[src/rtl/led_pkg.sv]
// Shared types and the hex-to-segment encoder for the LED scan display.
package led_pkg;

    typedef logic [7:0] seg_t;

    typedef struct packed {
        logic       en;
        logic       dp;
        logic [3:0] hex;
    } digit_t;

    localparam seg_t SEG_OFF = 8'hFF;

    // Cathode-active form {dp,g,f,e,d,c,b,a}; the caller inverts for the pins.
    function automatic seg_t hex2seg(digit_t d);
        seg_t s;
        case (d.hex)
            4'h0:    s = 8'h3F;
            4'h1:    s = 8'h06;
            4'h2:    s = 8'h5B;
            4'h3:    s = 8'h4F;
            4'h4:    s = 8'h66;
            4'h5:    s = 8'h6D;
            4'h6:    s = 8'h7D;
            4'h7:    s = 8'h07;
            4'h8:    s = 8'h7F;
            4'h9:    s = 8'h6F;
            4'hA:    s = 8'h77;
            4'hB:    s = 8'h7C;
            4'hC:    s = 8'h39;
            4'hD:    s = 8'h5E;
            4'hE:    s = 8'h79;
            default: s = 8'h71;
        endcase
        s[7] = d.dp;
        return s;
    endfunction

endpackage

[src/rtl/led_scan_display_if.sv]
// Digit write bus into the scan display: one word per cycle, no backpressure.
interface led_scan_display_if #(parameter int AW = 2);
    import led_pkg::*;

    logic          wr_en;
    logic [AW-1:0] wr_addr;
    digit_t        wr_data;

    modport master (output wr_en, wr_addr, wr_data);
    modport slave  (input  wr_en, wr_addr, wr_data);

endinterface

[src/rtl/led_scan_timer.sv]
// Slot prescaler and digit index; exposes next-cycle index/blank so the top can register outputs aligned.
module led_scan_timer #(
    parameter int N_DIGITS  = 4,
    parameter int DIV       = 10,
    parameter int BLANK_CYC = 2,
    parameter int AW        = (N_DIGITS > 1) ? $clog2(N_DIGITS) : 1
) (
    input  logic          clk_i,
    input  logic          rst_i,
    output logic [AW-1:0] idx_nxt_o,
    output logic          blank_nxt_o,
    output logic          frame_done_o
);

    localparam int PW = $clog2(DIV);

    logic [PW-1:0] p_q, p_d;
    logic [AW-1:0] idx_q, idx_d;
    logic          step, last_slot;
    logic          frame_done_q;

    always_comb begin
        step      = (p_q == PW'(DIV - 1));
        last_slot = (idx_q == AW'(N_DIGITS - 1));
        p_d       = step ? '0 : p_q + 1'b1;
        idx_d     = idx_q;
        if (step) begin
            idx_d = last_slot ? '0 : idx_q + 1'b1;
        end
    end

    always_ff @(posedge clk_i or posedge rst_i) begin
        if (rst_i) begin
            p_q          <= '0;
            idx_q        <= '0;
            frame_done_q <= 1'b0;
        end else begin
            p_q          <= p_d;
            idx_q        <= idx_d;
            frame_done_q <= step && last_slot;
        end
    end

    assign idx_nxt_o    = idx_d;
    assign blank_nxt_o  = (p_d < PW'(BLANK_CYC));
    assign frame_done_o = frame_done_q;

endmodule

[src/rtl/led_scan_display.sv]
// Multiplexed common-anode 7-segment driver with double-buffered digits.
// Optional brightness PWM on the anodes when LED_SCAN_DIMMING_EN is defined.
module led_scan_display
    import led_pkg::*;
#(
    parameter int N_DIGITS  = 4,
    parameter int CLK_HZ    = 50_000_000,
    parameter int STEP_HZ   = 4_000,
    parameter int BLANK_CYC = 2
) (
    input  logic                i_clk,
    input  logic                i_rst,
    led_scan_display_if.slave   wr,
`ifdef LED_SCAN_DIMMING_EN
    input  logic [3:0]          i_bright,
`endif
    output seg_t                o_seg,
    output logic [N_DIGITS-1:0] o_an,
    output logic                o_frame_done
);

    localparam int DIV = CLK_HZ / STEP_HZ;
    localparam int AW  = (N_DIGITS > 1) ? $clog2(N_DIGITS) : 1;

    logic [AW-1:0] idx_nxt;
    logic          blank_nxt;
    logic          frame_done;

    led_scan_timer #(
        .N_DIGITS  (N_DIGITS),
        .DIV       (DIV),
        .BLANK_CYC (BLANK_CYC),
        .AW        (AW)
    ) u_timer (
        .clk_i        (i_clk),
        .rst_i        (i_rst),
        .idx_nxt_o    (idx_nxt),
        .blank_nxt_o  (blank_nxt),
        .frame_done_o (frame_done)
    );

    digit_t shadow_q [N_DIGITS];
    digit_t active_q [N_DIGITS];
    logic   addr_ok;

    generate
        if (N_DIGITS == (1 << AW)) begin : g_addr_full
            assign addr_ok = 1'b1;
        end else begin : g_addr_part
            assign addr_ok = (wr.wr_addr < AW'(N_DIGITS));
        end
    endgenerate

    // Copy lands on the same edge as a frame_done-cycle write, so it sees pre-write shadow.
    always_ff @(posedge i_clk or posedge i_rst) begin
        if (i_rst) begin
            for (int i = 0; i < N_DIGITS; i++) begin
                shadow_q[i] <= '0;
                active_q[i] <= '0;
            end
        end else begin
            if (frame_done) begin
                for (int i = 0; i < N_DIGITS; i++) begin
                    active_q[i] <= shadow_q[i];
                end
            end
            if (wr.wr_en && addr_ok) begin
                shadow_q[wr.wr_addr] <= wr.wr_data;
            end
        end
    end

    logic lit_on;
`ifdef LED_SCAN_DIMMING_EN
    logic [3:0] pwm_q, pwm_d;
    assign pwm_d  = pwm_q + 4'd1;
    assign lit_on = (pwm_d <= i_bright);

    always_ff @(posedge i_clk or posedge i_rst) begin
        if (i_rst) pwm_q <= '0;
        else       pwm_q <= pwm_d;
    end
`else
    assign lit_on = 1'b1;
`endif

    digit_t                dig_nxt;
    seg_t                  seg_d, seg_q;
    logic [N_DIGITS-1:0]   an_d, an_q;

    always_comb begin
        dig_nxt = frame_done ? shadow_q[idx_nxt] : active_q[idx_nxt];
        seg_d   = SEG_OFF;
        an_d    = '1;
        if (!blank_nxt) begin
            an_d[idx_nxt] = ~lit_on;
            if (dig_nxt.en) begin
                seg_d = ~hex2seg(dig_nxt);
            end
        end
    end

    always_ff @(posedge i_clk or posedge i_rst) begin
        if (i_rst) begin
            seg_q <= SEG_OFF;
            an_q  <= '1;
        end else begin
            seg_q <= seg_d;
            an_q  <= an_d;
        end
    end

    assign o_seg        = seg_q;
    assign o_an         = an_q;
    assign o_frame_done = frame_done;

endmodule
[src/flat_wrapper.sv]
// flat-port wrapper written by rule: the top's interface ports become plain ports
module led_scan_display_flat import led_pkg::*;
#(
    parameter int N_DIGITS  = 4,
    parameter int CLK_HZ    = 50_000_000,
    parameter int STEP_HZ   = 4_000,
    parameter int BLANK_CYC = 2
)
  (i_clk, i_rst, o_seg, o_an, o_frame_done, wr_wr_en, wr_wr_addr, wr_wr_data);
  led_scan_display_if wr_i ();
  input  logic i_clk;
  input  logic i_rst;
  output seg_t o_seg;
  output logic [N_DIGITS-1:0] o_an;
  output logic o_frame_done;
  input wire logic [$bits(wr_i.wr_en)-1:0] wr_wr_en;
  input wire logic [$bits(wr_i.wr_addr)-1:0] wr_wr_addr;
  input wire logic [$bits(wr_i.wr_data)-1:0] wr_wr_data;
  assign wr_i.wr_en = wr_wr_en;
  assign wr_i.wr_addr = wr_wr_addr;
  assign wr_i.wr_data = wr_wr_data;
  led_scan_display #(.N_DIGITS(N_DIGITS), .CLK_HZ(CLK_HZ), .STEP_HZ(STEP_HZ), .BLANK_CYC(BLANK_CYC)) u_core (.i_clk(i_clk), .i_rst(i_rst), .wr(wr_i), .o_seg(o_seg), .o_an(o_an), .o_frame_done(o_frame_done));
endmodule
[config.mk]
export PLATFORM = sky130hd
export DESIGN_NAME = led_scan_display_flat
export DESIGN_NICKNAME = d
export VERILOG_FILES = /design/src/rtl/led_pkg.sv /design/src/rtl/led_scan_display_if.sv /design/src/rtl/led_scan_timer.sv /design/src/rtl/led_scan_display.sv /design/src/flat_wrapper.sv
export SDC_FILE = /design/constraint.sdc
export NUM_CORES = 1
export LEC_CHECK = 0
export CORE_AREA = 2 2 96 116
export DETAILED_ROUTE_END_ITERATION = 10
export DIE_AREA = 0 0 98 118
export PLACE_DENSITY = 0.59
export SLEW_MARGIN = 20
export SYNTH_ARGS = -nofsm -noshare
export SYNTH_HDL_FRONTEND = slang
export SYNTH_HIERARCHICAL = 1
export SYNTH_SLANG_ARGS = --single-unit
[constraint.sdc]
create_clock -name i_clk -period 4.3 [get_ports i_clk]
set_clock_uncertainty 0.05 [all_clocks]
set_input_delay 1.29 -clock i_clk [delete_from_list [all_inputs] [get_ports i_clk]]
set_output_delay 1.29 -clock i_clk [all_outputs]
set_load 0.03 [all_outputs]
Word level (Yosys, flattened, before mapping)
Memories as Yosys holds them, arrays and structs flattened.
Cells that the tools add are included.
{"block": "totals", "register_bits": 77, "rom_bits": 112, "latch_bits": 0, "in_bits": 11, "word_cells": 67, "memories": 1, "ram_bits": 0, "output_inout_bits": 13}
{"memory": "(no name shown)", "depth": 16, "word_bits": 7, "rd": 1, "rd_ports_with_merged_regs": 0, "wr": 0, "line": "led_pkg.sv:17", "source": "case (d.hex)"}
{"block": "classes", "multipliers": 0, "div_mod_pow": 0, "n_reduce_logical": 3, "addsub": 2, "eq_ne": 2, "n_shift": 0, "bitwise_logic": 4, "n_lt_le_gt_ge": 6, "mux": 20}
{"operator": "$mux W6", "count": 6}
{"operator": "$bmux W6 S2", "count": 2}
{"operator": "$bwmux W24", "count": 1}
{"operator": "$mux W8", "count": 2}
{"operator": "$add A14 B1 Y14 const B", "count": 1}
{"operator": "$eq A14 B14 Y1 const B", "count": 1}
{"operator": "$lt A14 B2 Y1 const B", "count": 1}
{"operator": "$mux W14", "count": 1}
{"operator": "$mux W7", "count": 2}
{"operator": "$demux W6 S2", "count": 1}
{"operator": "$not A8 Y8", "count": 1}
{"operator": "$ge A3 B3 Y1 const B", "count": 2}
{"operator": "$not A2 Y3", "count": 2}
{"operator": "$mux W2", "count": 2}
{"operator": "$mux W4", "count": 1}
{"operator": "$not A4 Y4", "count": 1}
{"operator": "$logic_and A1 B1 Y1", "count": 3}
{"operator": "$lt A2 B3 Y1 const B", "count": 1}
{"operator": "$lt A3 B1 Y1 const B", "count": 1}
{"operator": "$add A2 B1 Y2 const B", "count": 1}
{"operator": "$demux W1 S2", "count": 1}
{"operator": "$eq A2 B2 Y1 const B", "count": 1}
{"operator": "$ge A2 B1 Y1 const B", "count": 1}
{"operator": "$mux W1", "count": 1}

Longest topological paths before layout
Gate-level depths: netlist of run 1.
An unclocked memory read counts as a cell.
{"block": "depth", "ltp_word": 14, "mapped_depth": 15}

Cells and area by module
Netlist of run 1, hierarchy kept.
{"mod": "led_scan_display", "seq_area_each_um2": 1516.5, "area_per_inst_um2": 2791.4, "n_inst": 1, "cells_each": 181}
{"mod": "led_scan_timer", "seq_area_each_um2": 425.4, "area_per_inst_um2": 982.2, "n_inst": 1, "cells_each": 95}

Worst setup path before layout of run 1
Ideal clock, no wire load.
{"block": "synth_timing", "kind": "reg-to-reg", "start": "register u_core.u_timer.p_q[0]", "end": "register u_core.seg_q[3] (netlist: u_core/o_seg[3])", "period_less_slack_ns": 3.426, "stages_incl_launch_ff": 16, "arrival_ns": 3.299, "path_buffers": 3, "path_slack_ns": 0.874, "required_time_ns": 4.173, "cell_sequence": "dfrtp_1 -> ha_1 -> buf_2 -> nor4bb_1 -> nand3_1 -> nor3_2 -> mux2_2 -> buf_6 -> buf_12 -> mux4_1 -> mux2i_1 -> inv_1 -> ha_1 -> mux2i_1 -> nand2_1 -> a21bo_1"}
{"block": "synth_via", "elab_chain_len": 13, "word_cells_on_any_way": 19, "cone_classes": "add/sub (1); order compare (1); eq/ne (1); mux (13); bitwise (2); memory (1)"}
{"item": "start: declaration", "line": "led_scan_timer.sv:17", "source": "logic [PW-1:0] p_q, p_d;"}
{"item": "start signal: assignment", "line": "led_scan_timer.sv:38", "source": "p_q <= p_d;"}
{"item": "$eq A14 B14 Y1 (*)", "line": "led_scan_timer.sv:23", "source": "step = (p_q == PW'(DIV - 1));"}
{"item": "$mux W2 (*)", "line": "led_scan_timer.sv:27", "source": "if (step) begin"}
{"item": "named net u_core.idx_nxt[1]", "line": "led_scan_display.sv:25", "source": "logic [AW-1:0] idx_nxt;"}
{"item": "$not A2 Y3 (implied by the code) (*)", "line": "led_scan_display.sv:92", "source": "dig_nxt = frame_done ? shadow_q[idx_nxt] : active_q[idx_nxt];"}
{"item": "$bmux W6 S2", "line": "led_scan_display.sv:92"}
{"item": "$mux W6 (implied by the code) (2 in series)", "line": "led_scan_display.sv:92"}
{"item": "$mux W6 (*)", "line": "led_scan_display.sv:92"}
{"item": "$mem_v2 Z16 W7"}
{"item": "$mux W7", "line": "led_scan_display.sv:97", "source": "if (dig_nxt.en) begin"}
{"item": "$mux W7", "line": "led_scan_display.sv:95", "source": "if (!blank_nxt) begin"}
{"item": "$not A8 Y8", "line": "led_scan_display.sv:98", "source": "seg_d = ~hex2seg(dig_nxt);"}
{"item": "$mux W8 (*)", "line": "led_scan_display.sv:97"}
{"item": "$mux W8 (*)", "line": "led_scan_display.sv:95"}
{"item": "named net u_core.seg_d[3]", "line": "led_scan_display.sv:88", "source": "seg_t seg_d, seg_q;"}
{"item": "end signal: assignment", "line": "led_scan_display.sv:108", "source": "seg_q <= seg_d;"}
{"item": "end: declaration", "line": "led_scan_display.sv:88"}
The timed path passes the listed nets; every way through them passes the cells marked *. The select of a mux whose other input is x is not followed.
A chain may end at the register's enable or synchronous reset.

Worst setup path in the final report of run 1
Ends and elaborated chain as after synthesis.

==> results.md, run 1 <==
* Crit-path cells: ha_1, nor4bb_1, nand3_1, nor3_2, buf_4, mux2_4, mux4_1, mux2i_1, inv_1, ha_1, mux2i_1, nand2_1, a21bo_1
* RSZ-0062 raised after global routing: false
* Final setup fails at 0
* Top routing layer in use: met4
* Final non-filler cell total at approximately 440
* # H-tree levels at 3
* DRT Pass-1 Iters at 4
* CP max FO at 16
* Vias/cell at 5.062
* Register area share after synthesis at 0.5146
* Area fraction of the dominant cell type after synthesis at 0.4310
* Worst setup path start: u_core/u_timer/p_q[0]
* R2R cell count at 13
* Final TNS setup at 0 ns
* I/O Buffers at 23
* Initial Util at 0.3624
* GRT Resource Usage Total at 0.1262
* FF-to-FF End: u_core/o_seg[3]
* TritonCTS clock tree: yes
* Die height at roughly 120 um
* DR vias at about 2200
* Clk slew on worst S/H paths at about 0.060 ns
* Final wirelength at 6662 um
* Max Freq at 253.0 MHz
* Post-DP HPWL at 4593 um
* Core Area at around 0.010 mm2
* P_sw at around 340 uW
* Area leader, netlist: dfrtp_1
* Syn. warnings at 6
* Met1 wire length at ~3000 um
* Total power at ~1600 uW
* WP buf/inv at 2
* Vias in the first global route at about 2300
* R2R Setup Slk at about 0.35 ns
* Status: finished clean
* Latest clock arrival within the worst-skew pair at 0.33 ns
* Crit. path cell count at 13
* Antenna Violating Nets Remaining at 0
* Filler Cells Inserted at ~990
* Worst path arrival time at about 4.2 ns
* Seq cells post-synth at 77
* Mapped Cells at approximately 280
* Post-synthesis cell type count at between 40 and 50
* Min cycle time layout at a little under 4 ns
* First-pass GRT wire length at ~11000 um
* Flop pwr share at 0.498
* Critical path class: reg -> reg
* Max transition margin at 0.5095
* Critical Path Sink: u_core/o_seg[3]
* Met3 wire length at 193 um
* Total CTS buffers at 9
* DRC Markers at 0
* N_diodes at 0
* Wire length on met2 at 3346 um
* Final Max Tran Viols at 0
* Largest net degree at the start of global routing at around 60
* Die width at just under 100 um
* Io pins at 24
* Initial DRC count at between 100 and 150
* DP Cell Count at between 400 and 500
* Setup bufs post-CTS at 0
* Antenna violations before repair at 0
* Clock tree buffer depth at 2
* Pwr dens at 364.3 mW/mm2
* Clock power share at 0.451
* Slowest CP cell: mux4_1
* Synth top area cells: dfrtp_1, mux2_2, dfstp_2
* Mapped cell area at ~0.0038 mm2
* Worst path required time at around 4.5 ns
* Critical path startpoint category: register
* Root Buffer Master: clkbuf_16
* Synth-to-Final Area Change at 16.28%
* Share of layout cells above drive strength 1 at 0.3203
* Crit path max-delay family: multiplexers
* Synth Area per Inst at 13.67 um2
* Syn_nets at 295
* Gpl congestion at ~0.86
* Max-Cap Viols at 0
* Hold Path Class: reg -> reg
* Reg2reg start: u_core/u_timer/p_q[0]
* Power share of the combinational group at 0.051
* VDD IR-drop max at 221.1 uV
* Sw frac at 0.2114
* Clock sinks at 77
* Wire per inst at ~15 um
* Max stage delay on crit path at approximately 0.58 ns
* Die area at roughly 0.012 mm2
* Lkg Pwr at roughly 0.0019 uW
* Crit. End Element: register
* Slew at the pin closest to its max-slew limit at between 0.7 and 0.8 ns
* Net count, final at 321
* # rows at 41
* Congestion Overflow GR at 0
* Final worst-path cycle share at 0.9190
* Internal at between 1000 and 1500 uW
* Final hold vios at 0
[metal layers]
metal,vias up,GRT usage
li1,1052,-
met1,1111,0.1529
met2,26,0.2021
met3,13,0.03622
met4,0,0.06771
met5,-,0
[state kept, by name, summed over array words and instances (netlist names)]
signal	count
u_core/u_timer/p_q	14
u_core/u_timer/frame_done_o	1
u_core/shadow_q	24
u_core/o_seg	8
u_core/o_an	4
u_core/u_timer/idx_q	2
u_core/active_q	24
[synthesized netlist by cell type (all sizes together)]
master	n
nor4	5
dfrtp	65
a21bo	1
a31o	1
xor2	6
o22ai	1
nand2b	3
a311oi	2
o211ai	3
inv	10
nor2	14
dfstp	12
or3	1
nand2	13
buf	13
mux4	9
nor4bb	1
nand4	1
nor2b	1
a21oi	2
ha	8
or4	1
o41ai	1
nor3b	1
nand3b	4
nand3	11
xnor2	8
o221ai	3
and2	1
and3	1
o21ai	2
o22a	1
mux2	54
a41oi	1
mux2i	9
nor3	5
and3b	1
[logic make-up (layout without fill, tap and decap cells)]
logic type,Yosys count,after routing,share of synthesized area
compound gates,18,18,0.04012
xor+xnor,14,14,0.03249
fa+ha+maj,8,8,0.02653
buf+inv,23,53,0.03647
flops,77,77,0.5146
mux,72,72,0.2500
simple gates,64,64,0.09981
[cells in the final DEF (no fill, tap or decap), types with 3 or more instances in the layout]
master / instances
dfrtp_1: 65
mux2_2: 52
clkdlybuf4s50_1: 23
nor2_1: 14
nand2_1: 13
dfstp_2: 12
clkbuf_16: 9
nand3_1: 9
inv_1: 9
mux2i_1: 8
ha_1: 8
xnor2_1: 8
mux4_1: 7
xor2_1: 6
buf_4: 5
nand3b_1: 4
nor3_1: 4
clkinv_2: 3
nand2b_1: 3
o211ai_1: 3
nor4_1: 3
[through the flow]
step	area [um2]	utilization	hold slack, ns	worst slack, ns
detailed placement	4103	0.3940	0.4378	0.2881
CTS	4384	0.4210	0.4505	0.2200
finish	4388	0.4214	0.4489	0.3482
floorplan	3774	-	0.4183	0.8742
global placement	4103	0.3940	0.4313	0.4423
global route	4388	0.4214	0.4603	0.03504
[power by group through the flow]
stage	clock (uW)	sequential, uW	combinational [uW]
floorplan	0	797	60.6
global placement	0	807	82.2
detailed placement	0	808	84.8
CTS	744	796	84.7
global route	775	802	91.1
finish	721	796	81.7
[repair_timing]
item                                    CTS  global route
hold buffers                              0             0
endpoints found under the setup margin    0             4
gates resized for setup                   0             1
endpoints found under the hold margin     0             0
[worst min-delay path by stage]
stage          slack, ns                  end  cells past startpoint                start
6_report            0.45  u_core/active_q[11]                      1  u_core/active_q[11]
5_1_grt             0.46  u_core/active_q[11]                      1  u_core/active_q[11]
4_1_cts             0.45  u_core/shadow_q[11]                      1  u_core/shadow_q[11]
3_5_place_dp        0.44  u_core/shadow_q[11]                      1  u_core/shadow_q[11]
3_3_place_gp        0.43   u_core/active_q[9]                      1   u_core/active_q[9]
2_1_floorplan       0.42   u_core/active_q[4]                      1   u_core/active_q[4]
[layout make-up]
type	instances	area, um2	share of cell area
Clock inverter	5	52.55	0.01198
Sequential cell	77	1942	0.4425
Clock buffer	10	229.0	0.05218
Timing Repair Buffer	28	267.8	0.06102
Tap cell	129	161.4	0.03678
Inverter	10	37.54	0.008554
Multi-Input combinational cell	176	1698	0.3869
Note: power is estimated with default switching activity, not from simulation.
==> inputs of run 2 (changes only) <==
--- a/config.mk
+++ b/config.mk
@@ -5,9 +5,9 @@
 export SDC_FILE = /design/constraint.sdc
 export NUM_CORES = 1
 export LEC_CHECK = 0
-export CORE_AREA = 2 2 96 116
+export CORE_AREA = 2 2 89 125
 export DETAILED_ROUTE_END_ITERATION = 10
-export DIE_AREA = 0 0 98 118
+export DIE_AREA = 0 0 91 127
 export PLACE_DENSITY = 0.59
 export SLEW_MARGIN = 20
 export SYNTH_ARGS = -nofsm -noshare
==> run 2 against run 1 <==
Maximum frequency is 5.0% higher. Core utilization up 0.22 points. Worst setup slack better by 0.19 ns. Critical path depth is 1 lower. Sequential power about the same. Global-route usage up 0.49 points.
==> results.md, run 2 (synthesis results as in run 1) <==
* Clock sinks at 77
* N_diodes at 0
* R2R cell count at 12
* Vias in the first global route at around 2400
* Max stage delay on crit path at about 0.6 ns
* Post-cts resize count at 0
* Clk slew on worst S/H paths at approximately 0.06 ns
* Synth-to-Final Area Change at 16.18%
* Biggest regs: u_core/active_q: 24 flops, u_core/shadow_q: 24 flops, u_core/u_timer/p_q: 14 flops
* Crit. path cell count at 12
* WP buf/inv at 1
* Final TNS setup at 0 ns
* Latest clock arrival within the worst-skew pair at between 0.3 and 0.4 ns
* Final worst-path cycle share at 0.8753
* Max Freq at between 200 and 300 MHz
* Post-DP HPWL at 4883 um
* VDD IR-drop max at about 230 uV
* Clock tree buffer depth at 2
* I/O Buffers at 23
* Commonest non-fill, non-tap cell in the layout: dfrtp_1
* First-pass GRT wire length at about 12000 um
* Worst path arrival time at 3.98 ns
* GRT Resource Usage Total at 0.1311
* Net count, final at 321
* Crit-path cells: ha_1, nor4bb_1, nand3_1, nor3_2, mux2_2, mux4_1, mux2i_1, inv_1, ha_1, mux2i_1, nand2_1, a21bo_1
* Critical path startpoint category: register
* Filler Cells Inserted at between 1000 and 1500
* Total CTS buffers at 9
* Slowest CP cell: mux4_1
* TritonCTS clock tree: yes
* CP max FO at 16
* Die height at about 130 um
* R2R Setup Slk at 0.54 ns
* Final Max Tran Viols at 0
* Initial Util at 0.3646
* Crit path max-delay family: multiplexers
* Final setup fails at 0
* Crit. End Element: register
* Initial DRC count at between 90 and 100
* Worst hold path depth at 1
* FF-to-FF End: u_core/o_seg[3]
* Pwr dens at roughly 360 mW/mm2
* Wire per inst at approximately 16 um
* Max transition margin at 0.5032
* Setup bufs post-CTS at 0
* Lkg Pwr at 0.001889 uW
* Largest net degree at the start of global routing at slightly above 60
* Reg2reg start: u_core/u_timer/p_q[0]
* DRT Pass-1 Iters at 4
* RSZ-0062 raised after global routing: false
* Share of layout cells above drive strength 1 at 0.3192
* # H-tree levels at 3
* Antenna Violating Nets Remaining at 0
* Vias/cell at about 5.0
* Slew at the pin closest to its max-slew limit at 0.7452 ns
* Congestion Overflow GR at 0
* Critical Path Sink: u_core/o_seg[3]
* Root Buffer Master: clkbuf_16
* Fin worst setup slack at between 0.5 and 0.6 ns
* Final wirelength at approximately 6900 um
* Worst path required time at approximately 4.5 ns
* DRC Markers at 0
* Worst setup path start: u_core/u_timer/p_q[0]
* Post-Place Setup Slack at between 0.5 and 0.6 ns
* Critical path class: reg -> reg
* Die area at roughly 0.012 mm2
* Core Area at approximately 0.010 mm2
* Io pins at 24
* Antenna violations before repair at 0
* Die width at roughly 91 um
* Min cycle time layout at around 3.8 ns
* Post-CTS Hold Fix Bufs at 0
* Gpl congestion at approximately 0.82
* Final hold vios at 0
* Hold Path Class: reg -> reg
* Status: finished clean
* Max-Cap Viols at 0
* Most frequent cells in the layout: dfrtp_1, mux2_2, clkdlybuf4s50_1
* DR vias at 2233
* # rows at between 40 and 50
[run 2: how the worst min path moves through the flow]
stage / startpoint / to / slack (ns)
6_report: u_core/active_q[22] / u_core/active_q[22] / 0.44
5_1_grt: u_core/active_q[5] / u_core/active_q[5] / 0.46
4_1_cts: u_core/active_q[5] / u_core/active_q[5] / 0.45
3_5_place_dp: u_core/active_q[11] / u_core/active_q[11] / 0.44
3_3_place_gp: u_core/active_q[21] / u_core/active_q[21] / 0.43
2_1_floorplan: u_core/active_q[4] / u_core/active_q[4] / 0.42
[run 2: final cells by class]
type | count | area [um2] | area share
multi-input combinational | 176 | 1694 | 0.3864
tap | 138 | 172.7 | 0.03938
inverter | 10 | 37.54 | 0.008562
clock buffer | 12 | 246.5 | 0.05622
sequential | 77 | 1942 | 0.4429
clock inverter | 4 | 23.77 | 0.005422
timing repair buffer | 28 | 267.8 | 0.06107
[run 2: worst register-to-register path, stage by stage (launching register included)]
cell	delay [ns]
dfrtp_1	0.44
ha_1	0.38
nor4bb_1	0.26
nand3_1	0.13
nor3_2	0.16
mux2_2	0.48
mux4_1	0.60
mux2i_1	0.36
inv_1	0.17
ha_1	0.27
mux2i_1	0.13
nand2_1	0.07
a21bo_1	0.19
[run 2: power breakdown]
part,leakage (uW),switching [uW],internal [uW]
Clock,0.000136,276,404
Combinational,0.000784,33.5,49.5
Sequential,0.000969,26.0,769
[run 2: per-layer routing]
layer	vias to the layer above	part of all wire	routed length (um)	GRT usage
li1	1060	-	-	-
met2	32	0.54	3696	0.2244
met1	1129	0.41	2850	0.1478
met5	-	0	0	0
met3	12	0.026	177	0.02889
met4	0	0.026	181	0.08289
[run 2: through the flow]
stage          hold slack, ns  cell area (um2)  utilization  power, uW  cells
2_1_floorplan          0.4183             3774            -      857.9    276
3_3_place_gp           0.4326             4114       0.3975      888.2    429
3_5_place_dp           0.4363             4114       0.3975      893.6    429
4_1_cts                0.4497             4384       0.4236       1583    445
5_1_grt                0.4570             4384       0.4236       1627    445
6_report               0.4434             4384       0.4236       1558    445
==> inputs of run 3 (changes only) <==
--- a/config.mk
+++ b/config.mk
@@ -8,7 +8,9 @@
 export CORE_AREA = 2 2 89 125
 export DETAILED_ROUTE_END_ITERATION = 10
 export DIE_AREA = 0 0 91 127
+export MAX_ROUTING_LAYER = met4
 export PLACE_DENSITY = 0.59
+export RECOVER_POWER = 50
 export SLEW_MARGIN = 20
 export SYNTH_ARGS = -nofsm -noshare
 export SYNTH_HDL_FRONTEND = slang
==> run 3 against run 2 <==
The run now ends with capacitance limit, slew limit left. Core utilization decreased by 0.23 points. Maximum frequency increased by 0.14%. Final cell count unchanged. Sequential share of layout area increased by 0.24 points. Critical endpoint unchanged.
==> results.md, run 3 (synthesis results as in run 1) <==
* Status: finished with violations
* Share of layout cells above drive strength 1 at 0.2932
* Gpl congestion at 0.8310
* Clock sinks at between 70 and 80
* DR vias at 2238
* # H-tree levels at 3
* Root Buffer Master: clkbuf_16
* Clock tree buffer depth at 2
* Crit-path cells: ha_1, nor4bb_1, nand3_1, nor3_2, mux2_2, mux4_1, mux2i_1, inv_1, ha_1, mux2i_1, nand2_1, a21bo_1
* Hold Path Class: reg -> reg
* Antenna violations before repair at 0
* Io pins at 24
* Max-Cap Viols at 1
* Post-CTS Hold Fix Bufs at 0
* DRC Markers at 0
* GRT Resource Usage Total at 0.1345
* Antenna Violating Nets Remaining at 0
* Slew at the pin closest to its max-slew limit at 1.721 ns
* Lkg Pwr at 0.001887 uW
* Biggest regs: u_core/active_q: 24 flops, u_core/shadow_q: 24 flops, u_core/u_timer/p_q: 14 flops
* I/O Buffers at 23
* Congestion Overflow GR at 0
* First-pass GRT wire length at between 10000 and 15000 um
* Latest clock arrival within the worst-skew pair at ~0.33 ns
* Initial DRC count at 89
* CP max FO at 16
* Post-DP HPWL at 4883 um
* Final hold vios at 0
* Final Max Tran Viols at 32
* Net count, final at around 320
* Core Area at 0.01035 mm2
* Clk slew on worst S/H paths at 0.06 ns
* N_diodes at 0
* Violated checks: capacitance limit, slew limit
* Largest net degree at the start of global routing at slightly above 60
* Min cycle time layout at 3.759 ns
* Final instance area at approximately 0.0044 mm2
* Post-layout utilization of the core at 0.4213
* Post-DP Area at between 0.004 and 0.005 mm2
* # rows at 44
* Vias in the first global route at between 2000 and 2500
* Critical path class: reg -> reg
* DRT Pass-1 Iters at 4
* Filler Cells Inserted at between 1000 and 1500
* RSZ-0062 raised after global routing: false
* Post-Place Setup Slack at between 0.5 and 0.6 ns
* Synth-to-Final Area Change at 15.55%
* Most frequent cells in the layout: dfrtp_1, mux2_2, clkdlybuf4s50_1
* Worst path required time at around 4.5 ns
* Critical path startpoint category: register
* Die height at roughly 130 um
* Wire per inst at about 15 um
* Fin worst setup slack at around 0.54 ns
* Die area at around 0.012 mm2
* Max stage delay on crit path at around 0.61 ns
* Crit. End Element: register
* Max Freq at ~270 MHz
* TritonCTS clock tree: yes
* Pwr dens at about 360 mW/mm2
* Final wirelength at around 7000 um
* Worst path arrival time at slightly below 4 ns
* Setup bufs post-CTS at 0
* Final worst-path cycle share at 0.8741
* VDD IR-drop max at 230.8 uV
* Slowest CP cell: mux4_1
* Final TNS setup at 0 ns
* Post-cts resize count at 0
* Die width at approximately 91 um
* Max transition margin at -0.1472
* Total CTS buffers at 9
* Vias/cell at a little over 5
* Commonest non-fill, non-tap cell in the layout: dfrtp_1
* Final setup fails at 0
* Initial Util at 0.3646
[run 3: changes by cell type in the layout (fill, tap and decap cells not counted)]
| cell | previous run | this run |
|---|---|---|
| buf_4 | 5 | 3 |
| clkdlybuf4s50_1 | 23 | 22 |
| nand3_4 | 1 | 0 |
| nand3_1 | 9 | 11 |
| clkbuf_2 | 0 | 1 |
| mux2_1 | 0 | 4 |
| nand3_2 | 1 | 0 |
| mux2_2 | 53 | 49 |
| clkinv_1 | 0 | 1 |
| dlygate4sd3_1 | 0 | 1 |
| clkbuf_1 | 2 | 3 |
| inv_2 | 1 | 0 |
[run 3: final timing paths]
check                           slack, ns  cells past startpoint                   from                           to
worst min-delay path                 0.44                      1    u_core/active_q[23]          u_core/active_q[23]
min in group asynchronous            1.47                      2                  i_rst  u_core/u_timer/frame_done_o
worst max register to register       0.54                     12  u_core/u_timer/p_q[0]              u_core/o_seg[3]
worst max-delay path                 0.54                     12  u_core/u_timer/p_q[0]              u_core/o_seg[3]
worst min register to register       0.44                      1    u_core/active_q[23]          u_core/active_q[23]
max in group asynchronous            1.46                      3                  i_rst           u_core/active_q[7]
[run 3: cell type report]
type,instances,area (um2),share of cell area
clock inverters,4,23.77,0.005452
repair buffers,28,261.5,0.05997
clock buffers,12,246.5,0.05653
flip-flops and latches,77,1942,0.4453
well taps,138,172.7,0.03960
multi-input cells,176,1677,0.3845
inverters,10,37.54,0.008608
[run 3: worst max-delay path, delay by kind of cell, from the launching register on]
kind	cells	cell delay, ns
buffers and inverters	1	0.17
adders and majority gates	2	0.63
DFF	1	0.43
muxes	4	1.58
AOI/OAI and AO/OA	1	0.19
and+or+nand+nor	4	0.62
[run 3: per-stage QoR]
| stage | power, uW | hold WS, ns | cells |
|---|---|---|---|
| finish | 1557 | 0.4405 | 445 |
| CTS | 1583 | 0.4497 | 445 |
| floorplan | 857.9 | 0.4183 | 276 |
| global route | 1625 | 0.4571 | 445 |
| global placement | 888.2 | 0.4326 | 429 |
| detailed placement | 893.6 | 0.4363 | 429 |
[run 3: metal layers]
metal | track usage | vias up | part of all wire
met2 | 0.2248 | 30 | 0.54
met4 | 0.08289 | 0 | 0.027
met5 | - | - | 0
met3 | 0.02653 | 13 | 0.025
li1 | - | 1060 | -
met1 | 0.1474 | 1135 | 0.41
[run 3: where the power goes]
part | leakage [uW] | internal [uW] | switching, uW
combinational | 0.000782 | 49.0 | 33.5
sequential | 0.000969 | 769 | 26.0
clock | 0.000136 | 404 | 276
